## config.mk

```make
export PLATFORM = sky130hd
export DESIGN_NAME = trg_gen_flat
export DESIGN_NICKNAME = d
export VERILOG_FILES = /design/src/rtl/trg_gen_if.sv /design/src/rtl/trg_gen.sv /design/src/flat_wrapper.sv
export SDC_FILE = /design/constraint.sdc
export NUM_CORES = 1
export LEC_CHECK = 0
export BUFFER_PORTS_ARGS = -buffer_cell sky130_fd_sc_hd__clkbuf_2
export CORE_MARGIN = 2
export CORE_UTILIZATION = 40
export DETAILED_ROUTE_END_ITERATION = 8
export GPL_ROUTABILITY_DRIVEN = 0
export GPL_TIMING_DRIVEN = 0
export MAX_ROUTING_LAYER = met4
export PLACE_DENSITY_LB_ADDON = 0.2
export REMOVE_ABC_BUFFERS = 1
export SKIP_CTS_REPAIR_TIMING = 1
export SYNTH_ARGS = -nofsm -noshare
export SYNTH_HDL_FRONTEND = slang
export SYNTH_SLANG_ARGS = --single-unit
```

## constraint.sdc

```tcl
create_clock -name Clock -period 6.5 [get_ports Clock]
set_input_delay 1.3 -clock Clock [delete_from_list [all_inputs] [get_ports Clock]]
set_output_delay 1.3 -clock Clock [all_outputs]
set_load 0.03 [all_outputs]
```

## src/rtl/trg_gen_if.sv

```systemverilog
// Trigger-generator bus: burst control inputs and trigger/status outputs.
// master = controller side, slave = trg_gen side.
interface trg_gen_if #(
   parameter int PW = 16,
   parameter int WW = 8,
   parameter int NW = 16
);
   logic          Start;
   logic          Stop;
   logic [PW-1:0] Period;
   logic [WW-1:0] Width;
   logic [NW-1:0] Nburst;
   logic          Inhibit;
   logic          TReqOut;
   logic          Busy;
   logic          Done;
   logic [31:0]   Nsent;

   modport master (
      output Start, Stop, Period, Width, Nburst, Inhibit,
      input  TReqOut, Busy, Done, Nsent
   );

   modport slave (
      input  Start, Stop, Period, Width, Nburst, Inhibit,
      output TReqOut, Busy, Done, Nsent
   );
endinterface

```

## src/rtl/trg_gen.sv

```systemverilog
// Programmable trigger-request burst generator with inhibit, stop and pulse count.
// Optional TRG_GEN_JITTER_EN adds an LFSR-driven 0..15 cycle extension to each low time.
module trg_gen #(
   parameter int PW = 16,
   parameter int WW = 8,
   parameter int NW = 16
) (
   input  logic    Clock,
   input  logic    Reset,
   trg_gen_if.slave trg_bus
);
   localparam logic [4:0] S_IDLE = 5'b00001;
   localparam logic [4:0] S_ARM  = 5'b00010;
   localparam logic [4:0] S_HIGH = 5'b00100;
   localparam logic [4:0] S_LOW  = 5'b01000;
   localparam logic [4:0] S_DONE = 5'b10000;
   localparam int CW = ((PW > WW) ? PW : WW) + 1;

   logic [4:0]    r_state;
   logic [PW-1:0] r_period;
   logic [WW-1:0] r_width;
   logic [NW-1:0] r_nburst;
   logic [NW-1:0] r_sent;
   logic [CW-1:0] r_cnt;
   logic          r_stop_pend;
   logic          r_treq;
   logic          r_busy;
   logic          r_done;
   logic [31:0]   r_nsent;

   logic [CW-1:0] w_we;
   logic [CW-1:0] w_le;
   logic          w_cnt_zero;
   logic          w_burst_done;
   logic          w_go_high;
   logic          w_go_low;
   logic          w_go_arm;
   logic          w_go_done;

`ifdef TRG_GEN_JITTER_EN
   logic [15:0] r_lfsr;
`endif

   always_comb begin
      w_we = (r_width == '0) ? CW'(1) : CW'(r_width);
      if (CW'(r_period) > w_we) w_le = CW'(r_period) - w_we;
      else                      w_le = CW'(1);
`ifdef TRG_GEN_JITTER_EN
      w_le = w_le + CW'(r_lfsr[3:0]);
`endif
      w_cnt_zero   = (r_cnt == '0);
      w_burst_done = (r_nburst != '0) && (r_sent == r_nburst);
   end

   // Burst-count completion outranks Stop and Inhibit at low-time expiry
   always_comb begin
      w_go_high = 1'b0;
      w_go_low  = 1'b0;
      w_go_arm  = 1'b0;
      w_go_done = 1'b0;
      case (r_state)
         S_ARM:
            if (trg_bus.Stop)          w_go_done = 1'b1;
            else if (!trg_bus.Inhibit) w_go_high = 1'b1;
         S_HIGH:
            if (w_cnt_zero) begin
               if (r_stop_pend || trg_bus.Stop) w_go_done = 1'b1;
               else                             w_go_low  = 1'b1;
            end
         S_LOW:
            if (w_cnt_zero) begin
               if (w_burst_done || trg_bus.Stop) w_go_done = 1'b1;
               else if (trg_bus.Inhibit)         w_go_arm  = 1'b1;
               else                              w_go_high = 1'b1;
            end else if (trg_bus.Stop) begin
               w_go_done = 1'b1;
            end
         default: ;
      endcase
   end

   always_ff @(posedge Clock) begin
      if (Reset) begin
         r_state     <= S_IDLE;
         r_period    <= '0;
         r_width     <= '0;
         r_nburst    <= '0;
         r_sent      <= '0;
         r_cnt       <= '0;
         r_stop_pend <= 1'b0;
         r_treq      <= 1'b0;
         r_busy      <= 1'b0;
         r_done      <= 1'b0;
         r_nsent     <= '0;
`ifdef TRG_GEN_JITTER_EN
         r_lfsr      <= 16'hACE1;
`endif
      end else begin
         r_done <= 1'b0;
         if (r_state == S_IDLE) begin
            if (trg_bus.Start) begin
               r_period    <= trg_bus.Period;
               r_width     <= trg_bus.Width;
               r_nburst    <= trg_bus.Nburst;
               r_sent      <= '0;
               r_stop_pend <= 1'b0;
               r_busy      <= 1'b1;
               r_state     <= S_ARM;
            end
         end else if (r_state == S_DONE) begin
            r_state <= S_IDLE;
         end

         if (r_state == S_HIGH && trg_bus.Stop) r_stop_pend <= 1'b1;

         if (w_go_high) begin
            r_state     <= S_HIGH;
            r_treq      <= 1'b1;
            r_cnt       <= w_we - CW'(1);
            r_nsent     <= r_nsent + 32'd1;
            r_sent      <= r_sent + NW'(1);
            r_stop_pend <= 1'b0;
`ifdef TRG_GEN_JITTER_EN
            r_lfsr      <= {r_lfsr[14:0], r_lfsr[15] ^ r_lfsr[13] ^ r_lfsr[12] ^ r_lfsr[10]};
`endif
         end else if (w_go_low) begin
            r_state <= S_LOW;
            r_treq  <= 1'b0;
            r_cnt   <= w_le - CW'(1);
         end else if (w_go_arm) begin
            r_state <= S_ARM;
         end else if (w_go_done) begin
            r_state <= S_DONE;
            r_treq  <= 1'b0;
            r_busy  <= 1'b0;
            r_done  <= 1'b1;
            r_cnt   <= '0;
         end else if (!w_cnt_zero) begin
            r_cnt <= r_cnt - CW'(1);
         end
      end
   end

   assign trg_bus.TReqOut = r_treq;
   assign trg_bus.Busy    = r_busy;
   assign trg_bus.Done    = r_done;
   assign trg_bus.Nsent   = r_nsent;
endmodule

```

## src/flat_wrapper.sv

```systemverilog
// flat-port wrapper written by rule: the top's interface ports become plain ports
module trg_gen_flat 
#(
   parameter int PW = 16,
   parameter int WW = 8,
   parameter int NW = 16
)
  (Clock, Reset, trg_bus_Start, trg_bus_Stop, trg_bus_Period, trg_bus_Width, trg_bus_Nburst, trg_bus_Inhibit, trg_bus_TReqOut, trg_bus_Busy, trg_bus_Done, trg_bus_Nsent);
  trg_gen_if #(.PW(PW), .WW(WW), .NW(NW)) trg_bus_i ();
  input  logic Clock;
  input  logic Reset;
  input wire logic [$bits(trg_bus_i.Start)-1:0] trg_bus_Start;
  input wire logic [$bits(trg_bus_i.Stop)-1:0] trg_bus_Stop;
  input wire logic [$bits(trg_bus_i.Period)-1:0] trg_bus_Period;
  input wire logic [$bits(trg_bus_i.Width)-1:0] trg_bus_Width;
  input wire logic [$bits(trg_bus_i.Nburst)-1:0] trg_bus_Nburst;
  input wire logic [$bits(trg_bus_i.Inhibit)-1:0] trg_bus_Inhibit;
  output wire logic [$bits(trg_bus_i.TReqOut)-1:0] trg_bus_TReqOut;
  output wire logic [$bits(trg_bus_i.Busy)-1:0] trg_bus_Busy;
  output wire logic [$bits(trg_bus_i.Done)-1:0] trg_bus_Done;
  output wire logic [$bits(trg_bus_i.Nsent)-1:0] trg_bus_Nsent;
  assign trg_bus_i.Start = trg_bus_Start;
  assign trg_bus_i.Stop = trg_bus_Stop;
  assign trg_bus_i.Period = trg_bus_Period;
  assign trg_bus_i.Width = trg_bus_Width;
  assign trg_bus_i.Nburst = trg_bus_Nburst;
  assign trg_bus_i.Inhibit = trg_bus_Inhibit;
  assign trg_bus_TReqOut = trg_bus_i.TReqOut;
  assign trg_bus_Busy = trg_bus_i.Busy;
  assign trg_bus_Done = trg_bus_i.Done;
  assign trg_bus_Nsent = trg_bus_i.Nsent;
  trg_gen #(.PW(PW), .WW(WW), .NW(NW)) u_core (.Clock(Clock), .Reset(Reset), .trg_bus(trg_bus_i));
endmodule
```

**After elaboration in Yosys (flattened, before gate mapping)**

Cells that the tools add are included.

- Output and inout port bits: 35
- Flip-flop bits (word level): 114
- Input bits: 45

- Eq/ne operators: 12
- Reductions and logical operators: 28
- $lt $le $gt $ge: 1
- $add $sub $neg: 6
- Multiplexer cells: 49

Operators with widths:

| cell | number |
|---|---|
| $mux 17 | 6 |
| $sub 17x1->17 const B | 3 |
| $mux 16 | 3 |
| $add 32x1->32 const B | 1 |
| $mux 1 | 30 |
| $mux 5 | 4 |
| $reduce_and 2->1 | 9 |
| $gt 16x17->1 | 1 |
| $logic_not 17->1 | 1 |
| $sub 16x17->17 | 1 |
| $add 16x1->16 const B | 1 |
| $eq 16x16->1 | 1 |
| $reduce_bool 16->1 | 1 |
| $logic_not 8->1 | 1 |
| $mux 4 | 2 |
| $mux 8 | 1 |
| $reduce_bool 2->1 | 4 |
| $ne 6x2->1 const B | 1 |
| $reduce_bool 3->1 | 2 |
| $reduce_bool 6->1 | 1 |
| $eq 5x1->1 const B | 1 |
| $eq 5x2->1 const B | 1 |
| $eq 5x3->1 const B | 1 |
| $eq 5x4->1 const B | 1 |
| 16 further kinds | 18 |

**Longest topological paths before layout**

Gate-level depths: netlist of the first run.

- Depth after elaboration: 10
- Gate-level depth with buffers: 16

**Worst setup path after synthesis of the first run**

No wires, ideal clock.

- Path kind: reg2reg
- Start point: reg u_core.r_width[2]
- End point: reg u_core.r_cnt[12]
- Stages on the path, launching flop included: 14
- Slack: 2.698 ns
- Library setup time: 0.120 ns
- Path buffers: 0
- Data arrival time: 3.682 ns
- Data required time: 6.380 ns
- Cells stage by stage: dfxtp_1 nor4_1 a21o_1 ha_1 inv_1 fa_1 a211oi_1 nor3_1 o31a_1 a2111oi_1 nand2_1 or4_1 a21oi_1 a21oi_1

- Word-level cells in the longest chain between the ends: 7

Ends and longest elaborated chain:

| item | line | text |
|---|---|---|
| start, declared | trg_gen.sv:21 | `logic [WW-1:0] r_width;` |
| start signal, assigned | trg_gen.sv:103 | `r_width <= trg_bus.Width;` |
| $logic_not 8->1 | trg_gen.sv:45 | `w_we = (r_width == '0) ? CW'(1) : CW'(r_width);` |
| $mux 8 (*) | trg_gen.sv:45 |  |
| $sub 16x17->17 / $gt 16x17->1 (equally long branches) | trg_gen.sv:46 | `if (CW'(r_period) > w_we) w_le = CW'(r_period) - w_we;` |
| $mux 17 | trg_gen.sv:46 |  |
| $sub 17x1->17 | trg_gen.sv:129 | `r_cnt <= w_le - CW'(1);` |
| $mux 17 | trg_gen.sv:126 | `end else if (w_go_low) begin` |
| $mux 17 (*) | trg_gen.sv:116 | `if (w_go_high) begin` |
| end signal, assigned | trg_gen.sv:119 | `r_cnt <= w_we - CW'(1);` |
| end signal, assigned | trg_gen.sv:129 |  |
| end signal, assigned | trg_gen.sv:139 | `r_cnt <= r_cnt - CW'(1);` |
| end, declared | trg_gen.sv:24 | `logic [CW-1:0] r_cnt;` |

Mark *: on every way between the ends. The rest lies on a longest branch, timed or not.
A chain may end at the register's enable or synchronous reset.

**Final worst setup path of the first run**

Same ends and word-level chain as after synthesis.

==> results.py, run 1 <==
metrics = {
    "timing": {
        "setup_viol": 0,
        "max_freq_ghz": 0.223,
        "post-route-period-util_pct": 69.1,
        "finalHoldWorstSlack_ps": 456,
        "rsz0062_at_grt": "false",
        "tns_ps": 0,
        "tightestPinTransition_ps": 1010,
        "hold_viol_final": 0,
        "drv_slew": 0,
        "setup_slack_ps": 2010,
        "slew_headroom_pct": 30.6,
        "skew_ps": 10.1,
        "period_minus_slack_ps": 4490,
    },
    "pwr": {
        "powerDensity_mw_per_mm2": 330,
        "ir_worst_vdd_v": 0.000238,
        "power_mw": 2.59,
        "cellLeakagePower_nw": 3.07,
    },
    "floorplan": {
        "rows": 47,
        "fp.dieW_um": 133,
        "dieArea_mm2": 0.0178,
        "fp.dieH_um": 133,
        "start_util_pct": 40.7,
        "coreArea_mm2": 0.0165,
        "ios": 80,
    },
    "logic_synthesis": {
        "yosys-top-cells-count": "nand2_1 (129), dfxtp_1 (114), a21oi_1 (93)",
        "synthArstFlopShare_pct": 0,
        "ys.flop_type": "dfxtp_1",
        "avgSynthCellArea_um2": 7.81,
        "synth-seq-cells": 114,
        "yosysSeqAreaShare_pct": 34.0,
        "syn-instance-count": 858,
        "synth.most_common_cell": "nand2_1",
        "netlist_area_mm2": 0.00670,
        "synth_edf_count": 0,
        "yosysWarnings": 0,
        "yosysTopAreaCell": "dfxtp_1",
        "synth_area_leaders": "dfxtp_1 (34%), nand2_1 (7.2%), a21oi_1 (6.9%)",
        "synth_top_area_share_pct": 34.0,
        "ys_types": 72,
    },
    "route": {
        "first_iter_violations": 407,
        "viasPerCell": 5.51,
        "drt_wl_total_mm": 17.2,
        "wl_per_cell_um": 14.9,
        "route.detailed.drc": 0,
        "num_vias": 6343,
        "first_pass_iters": 4,
        "detail-route-antenna-nets": 0,
    },
    "critical_path": {
        "critPathArrivalTime_ps": 4790,
        "critPathSlowestCell": "a2111oi_1",
        "critPathKind": "reg2reg",
        "crit_buf_inv": 1,
        "cp_top_family": "compound AO/OA/AOI/OAI gates",
        "crit_path_end_kind": "flip-flop",
        "r2r_setup_slack_ps": 2010,
        "cpPeakStageDelay_ps": 750,
        "crit_top_cell": "a21oi_1",
        "crit_chain": "nor4_1, a21o_1, ha_1, inv_1, fa_1, a211oi_1, nor3_1, o31a_1, a2111oi_1, nand2_1, or4_1, a21oi_1, a21oi_1",
        "critPathMaxFanout": 6,
        "startpoint_type": "flip-flop",
        "cp.required_ps": 6800,
    },
    "final_layout": {
        "final_nets": 978,
        "diodes": 0,
        "area_delta_synth_final_pct": 17.3,
        "stdcell_count": 1151,
        "stdcell_area_mm2": 0.00786,
        "layout-drive-gt1-share_pct": 16.2,
        "postLayoutCoreUtil_pct": 47.7,
    },
    "place": {
        "dp_slack_ps": 2110,
        "numPlacedInstances": 1119,
        "dp.final_hpwl_mm": 12.2,
        "io_buffers": 79,
        "place_area_mm2": 0.00730,
    },
    "global_route": {
        "grt_pass1_vias": 5695,
        "gr-total-overflow": 0,
        "grt_max_degree": 60,
        "antenna_found_initial": 0,
        "grt_usage_pct": 20.2,
        "grt_pass1_wl_mm": 28.4,
    },
    "clock_network": {
        "cts_root_buf": "clkbuf_16",
        "path_clk_slew_ps": 50,
        "cts_sinks": 114,
        "worstSkewPairLatency_ps": 420,
        "cts.htree.levels": 4,
        "clockBufferDepth": 2,
        "cts_tree": "yes",
        "cts_buffers": 17,
    },
    "run_status": {
        "status": "finished, final reports clean",
    },
    "worst_hold_path": {
        "min_path_type": "reg2reg",
    },
    "run": {
        "drv_cap": 0,
    },
}
## sequential cells by signal, indices dropped and copies added, names as in the netlist
| name | flops |
|---|---|
| u_core.r_state | 5 |
| u_core.r_nburst | 16 |
| u_core.r_cnt | 17 |
| u_core.r_stop_pend | 1 |
| u_core.trg_bus.TReqOut | 1 |
| u_core.trg_bus.Nsent | 32 |
| u_core.r_period | 16 |
| u_core.r_width | 8 |
| u_core.trg_bus.Busy | 1 |
| u_core.r_sent | 16 |
| u_core.trg_bus.Done | 1 |
## area by class of cell
cell class | instances | area (µm²)
multi-input cells | 678 | 4110
inverters | 19 | 71.3
fillers | 1676 | 8600
clock inverters | 12 | 108
well taps | 220 | 275
repair buffers | 88 | 563
clock buffers | 20 | 457
flip-flops and latches | 114 | 2280
## per-layer routing
metal | global-route usage, % | vias to the layer above | wire [µm]
li1 | - | 3224 | -
met1 | 27.4 | 2987 | 8530
met2 | 30.5 | 104 | 7810
met3 | 3.31 | 28 | 571
met4 | 7.45 | 0 | 295
met5 | - | - | 0
## tightest hold or removal path, stage by stage (launching register included)
cell     delay (ps)
dfxtp_1         300
nand2_1          50
a21oi_1          50
## power by group
| part | switching [mW] | internal, mW |
|---|---|---|
| logic | 0.495 | 0.366 |
| clock network | 0.349 | 0.545 |
| registers | 0.0677 | 0.768 |
## cell families after synthesis
| kind of cell | Yosys count | synth area share (%) |
|---|---|---|
| and+or+nand+nor | 387 | 28.9 |
| DFF | 114 | 34.0 |
| xor gates and xnor gates | 66 | 8.62 |
| muxes | 2 | 0.336 |
| adders and majority gates | 15 | 2.91 |
| buffers and inverters | 66 | 4.78 |
| AOI/OAI and AO/OA | 208 | 20.4 |
## placed cells by master, fill, tap and decap left out, types with 15 or more instances in the layout
cell type / count
a21oi_1: 93
clkbuf_16: 17
clkbuf_2: 78
dfxtp_1: 114
inv_1: 19
nand2_1: 129
nand3_1: 17
nand4_1: 22
nor2_1: 84
nor3_1: 27
nor4_1: 15
o21ai_0: 26
xnor2_1: 25
xor2_1: 41
## path summary, 6_finish.rpt
check | cells after the start | from | end
setup / recovery | 13 | u_core.r_width[2] | u_core.r_cnt[12]
hold / removal | 2 | u_core.r_width[0] | u_core.r_width[0]
setup reg to reg | 13 | u_core.r_width[2] | u_core.r_cnt[12]
hold reg to reg | 2 | u_core.r_width[0] | u_core.r_width[0]
No activity file was read; power rests on OpenSTA's default activity.
==> run 2: changes to the inputs <==
==> constraint.sdc (replaced) <==
create_clock -name Clock -period 3.7 [get_ports Clock]
set_input_delay 0.74 -clock Clock [delete_from_list [all_inputs] [get_ports Clock]]
set_output_delay 0.74 -clock Clock [all_outputs]
set_load 0.03 [all_outputs]
==> run 2 against run 1 <==
Cell area increased by 3.2%. Sequential share of layout area fell by 0.79 points. Clock skew is 0.81 ps higher. Sequential power grew 76%. Core utilization is 1.5 points higher. Worst hold slack worse by 0.74 ps. Die area stayed put. Sequential cell count stayed put. Maximum frequency increased by 22%. Highest routed layer unchanged.
==> results.py, run 2 (synthesis gave the netlist of run 1 again) <==
metrics = {
    "final_layout": {
        "layout-drive-gt1-share_pct": 20.0,
        "final_cell_mix": "nand2_1 (127), dfxtp_1 (108), a21oi_1 (91)",
        "final_nets": 987,
        "largest_reg_flops": 32,
        "final_common_cell": "nand2_1",
        "diodes": 0,
        "area_delta_synth_final_pct": 21.0,
    },
    "clock_network": {
        "cts_tree": "yes",
        "cts_buffers": 17,
        "cts_root_buf": "clkbuf_16",
        "path_clk_slew_ps": 50,
        "cts_sinks": 114,
        "clockBufferDepth": 2,
        "worstSkewPairLatency_ps": 420,
        "cts.htree.levels": 4,
    },
    "worst_hold_path": {
        "worstHoldStart": "u_core.r_width[0]",
        "min_path_type": "reg2reg",
    },
    "global_route": {
        "grt_usage_pct": 20.2,
        "grt_pass1_vias": 5695,
        "grt_max_degree": 60,
        "grt_pass1_wl_mm": 28.4,
        "gr-total-overflow": 0,
        "antenna_found_initial": 0,
    },
    "floorplan": {
        "fp.dieW_um": 133,
        "start_util_pct": 40.7,
        "ios": 80,
        "fp.dieH_um": 133,
        "coreArea_mm2": 0.0165,
        "dieArea_mm2": 0.0178,
        "rows": 47,
    },
    "pwr": {
        "pwr-share-seq_pct": 31.3,
        "cellLeakagePower_nw": 3.12,
        "intPower_mw": 3.03,
        "powerDensity_mw_per_mm2": 580,
        "power_frac_comb_pct": 35.3,
        "switching_share_pct": 35.5,
        "pwr-share-clk_pct": 33.4,
        "ir_worst_vdd_v": 0.000419,
        "power_switching_mw": 1.67,
    },
    "place": {
        "io_buffers": 79,
        "dp_slack_ps": -688,
        "dp.final_hpwl_mm": 12.2,
    },
    "route": {
        "num_vias": 6450,
        "first_pass_iters": 5,
        "first_iter_violations": 427,
        "viasPerCell": 5.56,
        "detail-route-antenna-nets": 0,
        "drt_wl_total_mm": 17.6,
        "wl_per_cell_um": 15.2,
        "route.detailed.drc": 0,
    },
    "timing": {
        "setup_viol": 0,
        "tightestPinTransition_ps": 967,
        "tns_ps": 0,
        "hold_viol_final": 0,
        "rsz0062_at_grt": "true",
        "slew_headroom_pct": 35.4,
        "post-route-period-util_pct": 99.3,
        "drv_slew": 0,
        "period_minus_slack_ps": 3670,
        "setup_slack_ps": 25.9,
        "max_freq_ghz": 0.272,
        "skew_ps": 10.9,
    },
    "critical_path": {
        "cpPeakStageDelay_ps": 520,
        "critPathKind": "reg2reg",
        "r2r_start": "u_core.r_width[4]",
        "r2r_setup_slack_ps": 30,
        "critPathMaxFanout": 6,
        "crit_path_end_kind": "flip-flop",
        "reg2reg_to": "u_core.r_cnt[12]",
        "cp.required_ps": 4000,
        "crit_path_start": "u_core.r_width[4]",
        "startpoint_type": "flip-flop",
        "critPathSlowestCell": "or4_1",
        "critPathArrivalTime_ps": 3970,
        "crit_top_cell": "a21oi_1",
        "crit_chain": "nor4_4, a21o_1, ha_4, inv_1, fa_2, a211oi_4, nor3_2, o31a_1, a2111oi_4, nand2_2, or4_1, a21oi_1, a21oi_1",
        "endpoint": "u_core.r_cnt[12]",
        "worst-r2r-cell-count": 13,
    },
    "run_status": {
        "status": "finished, final reports clean",
    },
    "run": {
        "drv_cap": 0,
    },
}
run 2: cell type report:
| cell class | count | area (µm²) |
|---|---|---|
| well taps | 220 | 275 |
| clock buffers | 20 | 457 |
| clock inverters | 12 | 108 |
| fillers | 1654 | 8360 |
| flip-flops and latches | 114 | 2290 |
| inverters | 19 | 71.3 |
| multi-input cells | 679 | 4290 |
| repair buffers | 96 | 623 |
run 2: critical path: cells and delay by family (launching register included):
kind / cells / cell delay (ps)
compound gates: 6 / 1510
flops: 1 / 350
buf+inv: 1 / 50
fa+ha+maj: 2 / 540
simple gates: 4 / 1100
run 2: worst min path at each step:
| stage | to | slack, ps | cells after the start |
|---|---|---|---|
| 2_1_floorplan | u_core.r_period[0] | 430 | 2 |
| 3_3_place_gp | u_core.r_period[0] | 450 | 2 |
| 3_5_place_dp | u_core.r_width[0] | 450 | 2 |
| 4_1_cts | u_core.r_width[0] | 460 | 2 |
| 5_1_grt | u_core.r_period[0] | 480 | 2 |
| 6_report | u_core.r_width[0] | 460 | 2 |
run 2: power groups by stage:
| stage | logic (mW) | registers (mW) | clock network (mW) |
|---|---|---|---|
| floorplan | 1.17 | 1.46 | 0 |
| global placement | 1.47 | 1.49 | 0 |
| detailed placement | 1.50 | 1.49 | 0 |
| CTS | 1.51 | 1.47 | 1.60 |
| global route | 1.83 | 1.49 | 1.66 |
| finish | 1.66 | 1.47 | 1.57 |
run 2: through the flow:
stage / cells / util, % / power (mW) / hold WS (ps) / area [µm²]
6_report: 1160 / 49.2 / 4.70 / 456 / 8110
5_1_grt: 1160 / 49.2 / 4.98 / 483 / 8110
4_1_cts: 1151 / 47.7 / 4.57 / 460 / 7860
3_5_place_dp: 1119 / 44.3 / 2.99 / 452 / 7300
3_3_place_gp: 1110 / 43.3 / 2.96 / 447 / 7120
2_1_floorplan: 811 / - / 2.63 / 430 / 6450
run 2: layer usage:
metal  global-route usage [%]  wire length (µm)  vias up
li1                         -                 -     3247
met1                     27.4              8630     3052
met2                     30.5              8000      122
met3                     3.31               650       29
met4                     7.45               301        0
met5                        -                 0        -
==> run 3: changes to the inputs <==
--- a/config.mk
+++ b/config.mk
@@ -5,6 +5,7 @@
 export SDC_FILE = /design/constraint.sdc
 export NUM_CORES = 1
 export LEC_CHECK = 0
+export ABC_AREA = 0
 export BUFFER_PORTS_ARGS = -buffer_cell sky130_fd_sc_hd__clkbuf_2
 export CORE_MARGIN = 2
 export CORE_UTILIZATION = 40
@@ -12,7 +13,6 @@
 export GPL_ROUTABILITY_DRIVEN = 0
 export GPL_TIMING_DRIVEN = 0
 export MAX_ROUTING_LAYER = met4
-export PLACE_DENSITY_LB_ADDON = 0.2
 export REMOVE_ABC_BUFFERS = 1
 export SKIP_CTS_REPAIR_TIMING = 1
 export SYNTH_ARGS = -nofsm -noshare
==> run 3 against run 2 <==
Combinational power up 3%. Critical path type unchanged. Worst setup slack improved by 73 ps. Global-route usage barely moved. Clock skew grew 1.1 ps. Via count fell by 0.59%. First-iteration DRC count is 6.3% higher. Power rose by 3.2%. Register-to-register slack improved by 70 ps.
==> results.py, run 3 (synthesis gave the netlist of run 1 again) <==
metrics = {
    "run_status": {
        "status": "finished, final reports clean",
    },
    "route": {
        "route.detailed.drc": 0,
        "num_vias": 6412,
        "viasPerCell": 5.49,
        "wl_per_cell_um": 15.1,
        "first_iter_violations": 454,
        "first_pass_iters": 5,
        "detail-route-antenna-nets": 0,
        "drt_wl_total_mm": 17.6,
    },
    "floorplan": {
        "dieArea_mm2": 0.0178,
        "ios": 80,
        "start_util_pct": 40.7,
        "fp.dieW_um": 133,
        "rows": 47,
        "fp.dieH_um": 133,
        "coreArea_mm2": 0.0165,
    },
    "timing": {
        "drv_slew": 0,
        "post-route-period-util_pct": 97.3,
        "skew_ps": 12.0,
        "hold_viol_final": 0,
        "period_minus_slack_ps": 3600,
        "tightestPinTransition_ps": 917,
        "max_freq_ghz": 0.278,
        "slew_headroom_pct": 38.7,
        "setup_viol": 0,
    },
    "global_route": {
        "grt_pass1_vias": 5827,
        "antenna_found_initial": 0,
        "grt_max_degree": 79,
        "gr-total-overflow": 0,
        "grt_usage_pct": 20.3,
        "grt_pass1_wl_mm": 28.7,
    },
    "place": {
        "numPlacedInstances": 1120,
        "io_buffers": 79,
        "place_area_mm2": 0.00730,
        "dp.final_hpwl_mm": 12.2,
    },
    "final_layout": {
        "stdcell_area_mm2": 0.00823,
        "final_common_cell": "nand2_1",
        "final_cell_mix": "nand2_1 (128), dfxtp_1 (108), a21oi_1 (91)",
        "stdcell_count": 1167,
        "final_nets": 994,
        "largest_reg_flops": 32,
        "layout-drive-gt1-share_pct": 20.8,
        "nFillCells": 1664,
        "area_delta_synth_final_pct": 22.7,
        "diodes": 0,
    },
    "clock_network": {
        "cts_tree": "yes",
        "cts_root_buf": "clkbuf_16",
        "cts_sinks": 114,
        "clockBufferDepth": 2,
        "worstSkewPairLatency_ps": 420,
        "path_clk_slew_ps": 50,
        "cts_buffers": 17,
        "cts.htree.levels": 4,
    },
    "critical_path": {
        "crit_chain": "nor4_2, a21o_1, ha_4, nand4_1, nor2_4, o2111ai_2, or2_4, nand2_1, ha_4, nand2_1, a211oi_2, a21oi_4, or4_1, a21oi_1, a21oi_1",
        "reg2reg_to": "u_core.r_cnt[12]",
        "critPathArrivalTime_ps": 3890,
        "worst-r2r-cell-count": 15,
        "startpoint_type": "flip-flop",
        "cpPeakStageDelay_ps": 440,
        "critPathMaxFanout": 8,
        "critPathKind": "reg2reg",
        "r2r_setup_slack_ps": 100,
        "crit_path_end_kind": "flip-flop",
        "r2r_start": "u_core.r_width[1]",
        "cp.required_ps": 3990,
        "critPathSlowestCell": "or4_1",
    },
    "pwr": {
        "power_mw": 4.85,
        "powerDensity_mw_per_mm2": 590,
        "cellLeakagePower_nw": 3.19,
        "ir_worst_vdd_v": 0.000466,
    },
    "worst_hold_path": {
        "min_path_type": "reg2reg",
        "min_to": "u_core.r_width[0]",
        "worstHoldStart": "u_core.r_width[0]",
        "hold_path_depth": 2,
    },
    "run": {
        "drv_cap": 0,
    },
}
==> run 3: changes by cell type in the layout (fill, tap and decap cells not counted), moves of 2 or more <==
cell / change
clkinvlp_4: -2
bufinv_16: +2
buf_4: +7
inv_6: -2
==> run 3: cell type report <==
class,instances,area [µm²],area share (%)
clock inverter,10,131,1.60
multi-input combinational,679,4310,52.4
inverter,19,71.3,0.867
timing repair buffer,103,676,8.21
sequential,114,2290,27.8
tap,220,275,3.35
clock buffer,22,474,5.77
==> run 3: layer usage <==
metal / GRT usage [%] / vias to the layer above / part of all wire [%]
met5: - / - / 0
met4: 5.26 / 0 / 1.3
met3: 4.07 / 20 / 3.9
met2: 30.9 / 126 / 45
met1: 27.5 / 3011 / 50
li1: - / 3255 / -
==> run 3: worst max-delay path by stage <==
stage,start,endpoint,cells after the start
2_1_floorplan,u_core.r_cnt[9],u_core.trg_bus.Nsent[25],8
3_3_place_gp,trg_bus_Start,u_core.r_sent[11],6
3_5_place_dp,u_core.r_width[2],u_core.r_cnt[12],13
4_1_cts,u_core.r_width[2],u_core.r_cnt[12],13
5_1_grt,u_core.r_width[1],u_core.r_cnt[12],15
6_report,u_core.r_width[1],u_core.r_cnt[12],15
==> run 3: critical path: cells and delay by family, from the launching register on <==
family | cells | cell delay (ps)
adder cells (fa/ha/maj) | 2 | 360
AO/OA/AOI/OAI | 6 | 1030
AND/OR/NAND/NOR | 7 | 1750
flip-flops | 1 | 330
==> run 3: where the power goes <==
group          internal [mW]  switching [mW]
registers               1.35           0.118
logic                  0.754           0.958
clock network           1.11           0.567
==> run 3: stage by stage <==
stage,util [%],worst slack (ps),setup TNS [ps],hold WS (ps)
2_1_floorplan,-,-718,-13560,430
3_3_place_gp,43.3,-3290,-163400,448
3_5_place_dp,44.4,-695,-5310,452
4_1_cts,48.0,-719,-5770,459
5_1_grt,50.0,-47.6,-75.7,487
6_report,50.0,99.2,0,455
